===== src/rtl/sete_segmentos_mux.sv =====
// Multiplexed N-digit hex seven-segment driver with leading-zero blanking.
// Optional per-digit blink is compiled in with SETE_SEGMENTOS_MUX_BLINK_EN.
module sete_segmentos_mux #(
    parameter int N_DIGITS  = 4,
    parameter int SCAN_DIV  = 50000,
    parameter int BLINK_DIV = 64
) (
    input  logic                  clk,
    input  logic                  rst_n,
    input  logic [4*N_DIGITS-1:0] value,
    input  logic                  load,
    input  logic                  lz_blank,
    input  logic [N_DIGITS-1:0]   blink,
    output logic [6:0]            seg,
    output logic [N_DIGITS-1:0]   dig_en,
    output logic                  frame_tick
);

    localparam int IW = (N_DIGITS > 1) ? $clog2(N_DIGITS) : 1;
    localparam int SW = (SCAN_DIV > 1) ? $clog2(SCAN_DIV) : 1;

    logic [4*N_DIGITS-1:0] shadow;
    logic [SW-1:0]         scan_cnt;
    logic [IW-1:0]         idx;
    logic                  scan_tc;
    logic                  idx_wrap;
    logic [N_DIGITS-1:0]   zero_from;
    logic [N_DIGITS-1:0]   sel_onehot;
    logic [3:0]            cur_digit;
    logic                  cur_zero;
    logic                  cur_blink;
    logic                  lz_off;
    logic                  blink_off;

    function automatic logic [6:0] hex_glyph(input logic [3:0] d);
        case (d)
            4'h0: hex_glyph = 7'h40;
            4'h1: hex_glyph = 7'h79;
            4'h2: hex_glyph = 7'h24;
            4'h3: hex_glyph = 7'h30;
            4'h4: hex_glyph = 7'h19;
            4'h5: hex_glyph = 7'h12;
            4'h6: hex_glyph = 7'h02;
            4'h7: hex_glyph = 7'h78;
            4'h8: hex_glyph = 7'h00;
            4'h9: hex_glyph = 7'h10;
            4'hA: hex_glyph = 7'h08;
            4'hB: hex_glyph = 7'h03;
            4'hC: hex_glyph = 7'h46;
            4'hD: hex_glyph = 7'h21;
            4'hE: hex_glyph = 7'h06;
            default: hex_glyph = 7'h0E;
        endcase
    endfunction

    assign scan_tc  = (scan_cnt == SW'(SCAN_DIV - 1));
    assign idx_wrap = scan_tc && (idx == IW'(N_DIGITS - 1));

    always_ff @(posedge clk or negedge rst_n) begin
        if (!rst_n) begin
            shadow <= '0;
        end else if (load) begin
            shadow <= value;
        end
    end

    always_ff @(posedge clk or negedge rst_n) begin
        if (!rst_n) begin
            scan_cnt <= '0;
            idx      <= '0;
        end else if (scan_tc) begin
            scan_cnt <= '0;
            idx      <= idx_wrap ? '0 : idx + IW'(1);
        end else begin
            scan_cnt <= scan_cnt + SW'(1);
        end
    end

    // zero_from[i]: digit i and every digit above it are zero
    always_comb begin
        logic above_zero;
        above_zero = 1'b1;
        zero_from  = '0;
        for (int i = N_DIGITS - 1; i >= 0; i--) begin
            above_zero   = above_zero & (shadow[4*i +: 4] == 4'h0);
            zero_from[i] = above_zero;
        end
    end

    always_comb begin
        cur_digit  = 4'h0;
        cur_zero   = 1'b0;
        cur_blink  = 1'b0;
        sel_onehot = '0;
        for (int i = 0; i < N_DIGITS; i++) begin
            if (idx == IW'(i)) begin
                cur_digit     = shadow[4*i +: 4];
                cur_zero      = zero_from[i];
                cur_blink     = blink[i];
                sel_onehot[i] = 1'b1;
            end
        end
    end

    // Digit 0 is never blanked so an all-zero value still shows "0".
    assign lz_off = lz_blank && (idx != '0) && cur_zero;

`ifdef SETE_SEGMENTOS_MUX_BLINK_EN
    localparam int BW = (BLINK_DIV > 1) ? $clog2(BLINK_DIV) : 1;

    logic [BW-1:0] frame_cnt;
    logic          phase;

    always_ff @(posedge clk or negedge rst_n) begin
        if (!rst_n) begin
            frame_cnt <= '0;
            phase     <= 1'b0;
        end else if (frame_tick) begin
            if (frame_cnt == BW'(BLINK_DIV - 1)) begin
                frame_cnt <= '0;
                phase     <= ~phase;
            end else begin
                frame_cnt <= frame_cnt + BW'(1);
            end
        end
    end

    assign blink_off = phase && cur_blink;
`else
    logic unused_blink;
    assign unused_blink = cur_blink;
    assign blink_off    = 1'b0;
`endif

    always_ff @(posedge clk or negedge rst_n) begin
        if (!rst_n) begin
            seg        <= 7'h7F;
            dig_en     <= '1;
            frame_tick <= 1'b0;
        end else begin
            seg        <= (lz_off || blink_off) ? 7'h7F : hex_glyph(cur_digit);
            dig_en     <= ~sel_onehot;
            frame_tick <= idx_wrap;
        end
    end

endmodule

===== config.mk =====
export PLATFORM = sky130hd
export DESIGN_NAME = sete_segmentos_mux
export DESIGN_NICKNAME = d
export VERILOG_FILES = /design/src/rtl/sete_segmentos_mux.sv
export SDC_FILE = /design/constraint.sdc
export NUM_CORES = 1
export LEC_CHECK = 0
export ABC_AREA = 1
export CELL_PAD_IN_SITES_DETAIL_PLACEMENT = 0
export CELL_PAD_IN_SITES_GLOBAL_PLACEMENT = 1
export CORE_MARGIN = 2
export CORE_UTILIZATION = 42
export CTS_BUF_LIST = sky130_fd_sc_hd__clkbuf_8
export CTS_CLUSTER_SIZE = 8
export DETAILED_ROUTE_END_ITERATION = 7
export PLACE_DENSITY_LB_ADDON = 0.2
export SYNTH_ARGS = -nofsm -noshare
export SYNTH_HDL_FRONTEND = slang
export SYNTH_SLANG_ARGS = --single-unit

===== constraint.sdc =====
create_clock -name clk -period 2.15 [get_ports clk]
set_input_delay 0.43 -clock clk [delete_from_list [all_inputs] [get_ports clk]]
set_output_delay 0.43 -clock clk [all_outputs]
set_load 0.02 [all_outputs]

* Yosys cells after proc, flatten, opt, wreduce, memory -nomap -nowiden
Memory sizes are Yosys's and may differ from the RTL's. Cells that the tools add are included.
Storage, ports and cells: register bits after elaboration 46, memory bits (read-only) 112, output and inout port bits 12, logic and storage cells 41, memories kept 1
Memories:
- (name not given) | depth 16, bits a word 7, rd ports 1, clocked after Yosys merged registers in 0, wr ports 0, RTL line 36 | case (d)
Operators by class: $add $sub $neg 2, eq/ne operators 4, muxes and demuxes 15, bitwise gates (word level) 4, reductions and logical operators 9
Operators by type and width (number):
- adder 16 x 1 -> 16 bit (second input constant) | 1
- equality test 16 bit (second input constant) | 1
- logical NOT 4 bit | 4
- 2-to-1 mux 16 bit | 1
- 2-to-1 mux 4 bit | 4
- 2-to-1 mux 1 bit | 8
- 2-to-1 mux 7 bit | 1
- equality test 2 bit (second input constant) | 2
- inverter 4 bit | 1
- AND 1 bit | 3
- logical AND 1 bit | 3
- adder 2 x 1 -> 2 bit (second input constant) | 1
- equality test 2 x 1 -> 1 bit (second input constant) | 1
- logical NOT 2 bit | 1
- 2-to-1 mux 2 bit | 1
- nonzero test 2 bit | 1

* Logic depth before layout (Yosys ltp)
depth in word-level cells 10, gate-level depth with buffers 14, gate-level depth less buffers 14

* Worst setup path after synthesis
OpenSTA, ideal clock, no wires.
path kind reg-to-reg, from register idx[0], to register seg[0], library setup time 88 ps, data arrival time 1681 ps, setup slack 381 ps, stages on the path, launching flop included 12, buffers on the path 0, path through dfrtp_1 inv_1 ha_1 inv_2 nand2_1 o21ai_0 nand2_1 ha_1 inv_1 nand3_1 nand3_1 nand3_1
On the way: longest elaborated chain between the ends 7, elaborated cells on any way between the ends 17
Ends and longest elaborated chain:
- start, declared | RTL line 24 | logic [IW-1:0] idx;
- start signal, assigned | RTL line 73 | idx <= idx_wrap ? '0 : idx + IW'(1);
- logical NOT 2 bit | RTL line 96 | if (idx == IW'(i)) begin
- 2-to-1 mux 4 bit or 2-to-1 mux 1 bit (tied branches) (4 in a row) | RTL line 96
- memory read (16 x 7 bit) or logical AND 1 bit (tied branches)
- 2-to-1 mux 7 bit (*) | RTL line 141 | seg <= (lz_off || blink_off) ? 7'h7F : hex_glyph(cur_digit);
- end signal, assigned | RTL line 141
- end, declared | RTL line 14 | output logic [6:0] seg,
Every way passes the cells marked *; elsewhere a longest branch is shown, timed or not. A chain may end at the register's enable or synchronous reset.

* Final worst setup path
from register idx[0], to register seg[6]
The elaborated chain is that of the path after synthesis.

==> out/metrics.csv <==
metric;value;unit
starting density of the core;0.438;
mapped cell area;2440;um2
maxcap violations;0;
Worst Max-Slew Pin Slew;576;ps
Critical Path RT;2370;ps
total power per unit cell area;623;nW/um2
Max Slew Vio Count;0;
startpoint types;flop;
r2r setup slk;220;ps
crit path launch;idx[0];
TNS Setup;0;ps
port bufs;31;
Sink Count;46;
clock slew at reported path FFs;90;ps
Max Freq;0.518;GHz
cells along the critical path;inv_1 -> ha_2 -> inv_2 -> nand2_1 -> o21ai_1 -> nand2_2 -> inv_1 -> ha_1 -> nand3_2 -> nand2_1 -> nand2_1 -> o21ai_1;
post-route clock period utilization;0.898;
number of remaining DRC errors;0;
leading register cell type out of synthesis;dfrtp_1;
Worst Reg2Reg Path Length in Cells;12;
initial antenna violation count;0;
VDD IR max;0.311;mV
commonest cells in the synthesized netlist;nand2_1, inv_1, dfrtp_1, nand3_1, nor2_1;
Worst setup EP type;flop;
Antenna Nets Post-Route;0;
worst slack, placed;51.8;ps
clock skew;9.44;ps
DR pass1 iterations;5;
final hold vios;0;
P&R area growth vs syn;22.8;%
area leader, netlist;dfrtp_1;
CTS Buffer Depth;2;
Fill cells;523;
HP Class;in2async;
Routed WL;4610;um
Async S/R FF share, synth;1.00;
Synth area leaders;dfrtp_1, dfstp_2, nand2_1, inv_1, ha_1;
Final Util;0.538;
diode count;0;
die height;80.2;um
share of cells above drive strength 1;0.188;
Yosys warnings;0;
CTS H-tree depth;2;
TritonCTS Buffers;5;
Clock Tree Root;clkbuf_8;
Vias/cell;4.75;
Resized Gates After CTS;0;
WL/cell;11.5;um
Gate Count Post-Synth;288;
crit-path max FO;6;
Top Ports;36;
worst skew pair latency;300;ps
status;finished clean;
DP HPWL;3510;um
leakage power;1.46;nW
CP max stage cell;dfrtp_2;
#FFs+latches synth;46;
Top delay family on crit path;simple AND/OR/NAND/NOR gates;
first-pass GRT wire length;8090;um
die area;6430;um2
Rows;27;
Buf/Inv on CP;3;
top-count cell post-synth;nand2_1;
relative slew slack;0.614;
Post-synth EDFFs;0;
Setup-failing EPs final;0;
Synth top area share;0.359;
Period minus WS final;1930;ps
FF-to-FF End;seg[6];
Final Wtd Congestion;0.869;
grt total ovfl;0;
Final nets;363;
Total GRT Usage;0.164;
DR iter-0 viols;62;
Cell variety after synth;29;
CTS tree;built;
RSZ-0062 raised after global routing;false;
FF-to-FF Start;idx[0];
largest net degree at the start of global routing;25;
syn nets;323;
syn avg cell area;8.47;um2
vias in the first global route;1837;
# hold bufs at CTS;0;
die width;80.2;um
CP Class;reg2reg;
CP most frequent cell;nand2_1;
CP Depth;12;
number of setup buffers added after CTS;0;
post-synthesis sequential area ratio;0.477;
PnR worst setup slack;219;ps
Worst EP arrival;2160;ps
DR vias;1904;
Core Region;5570;um2
CP max stage delay;430;ps
[metal layers]
metal | up-vias | track usage | part of all wire
li1 | 1001 | - | -
met1 | 864 | 0.203 | 0.48
met2 | 32 | 0.276 | 0.47
met3 | 7 | 0.0337 | 0.031
met4 | 0 | 0.0712 | 0.021
met5 | - | 0 | 0
[power by group]
part           leakage (nW)  switching (mW)  total, mW  internal (mW)
clock network        0.0607           0.288      0.627          0.339
registers             0.555          0.0227      0.953          0.930
logic                 0.846           0.154      0.288          0.133
total                  1.46           0.465       1.87           1.40
[through the flow]
step	area, um2	power (mW)	hold WS (ps)	instances
after global routing	3000	1.97	122	401
after CTS	2970	1.89	110	401
after floorplan	2440	1.13	134	288
final	3000	1.87	93.1	401
after detailed placement	2870	1.26	443	393
after global placement	2870	1.26	439	393
[cell type report]
class	instances	area, um2	area share
Inverter	46	173	0.0576
Multi-Input combinational cell	192	1100	0.367
Timing Repair Buffer	37	363	0.121
Clock buffer	5	68.8	0.0230
Tap cell	72	90.1	0.0301
Sequential cell	46	1170	0.389
Clock inverter	3	37.5	0.0125
[how the worst max path moves through the flow]
stage | slack, ps | to
2_1_floorplan | 380 | seg[0]
3_3_place_gp | 90 | seg[0]
3_5_place_dp | 50 | seg[6]
4_1_cts | 20 | seg[6]
5_1_grt | 20 | seg[2]
6_report | 220 | seg[6]
[flip-flops by register name, summed over array words and instances, names as in the netlist]
name	count
scan_cnt	16
shadow	16
frame_tick	1
dig_en	4
idx	2
seg	7
[cells by family after synthesis]
| group | Yosys count | synth area share |
|---|---|---|
| and+or+nand+nor | 138 | 0.270 |
| buffers and inverters | 50 | 0.0815 |
| DFF | 46 | 0.477 |
| AOI/OAI and AO/OA | 32 | 0.0672 |
| adders and majority gates | 11 | 0.0564 |
| muxes | 8 | 0.0369 |
| xor gates and xnor gates | 3 | 0.0108 |
[worst register-to-register path, stage by stage (launching register included)]
cell	delay [ps]
dfrtp_2	430
inv_1	80
ha_2	220
inv_2	110
nand2_1	60
o21ai_1	180
nand2_2	130
inv_1	120
ha_1	190
nand3_2	120
nand2_1	90
nand2_1	40
o21ai_1	80
[layout by cell type (no fill, tap or decap), types with 2 or more instances in the layout]
cell,synthesis,routed
clkdlybuf4s50_1,0,30
nand2_2,9,10
ha_1,11,7
nor2_1,18,18
o21ai_1,5,6
clkinv_1,2,2
xor2_1,3,3
inv_2,4,5
dfstp_2,11,11
nor3_1,5,5
buf_4,0,5
nand2_1,64,63
o21ai_0,13,12
mux2_2,8,8
dfrtp_1,35,34
nand4_1,5,5
nand3_2,3,3
inv_1,40,41
a21oi_1,12,12
nand3_1,26,26
nor3_2,2,2
clkbuf_8,1,5
nor2_2,2,2
ha_2,0,3
No activity file was read; power rests on OpenSTA's default activity.
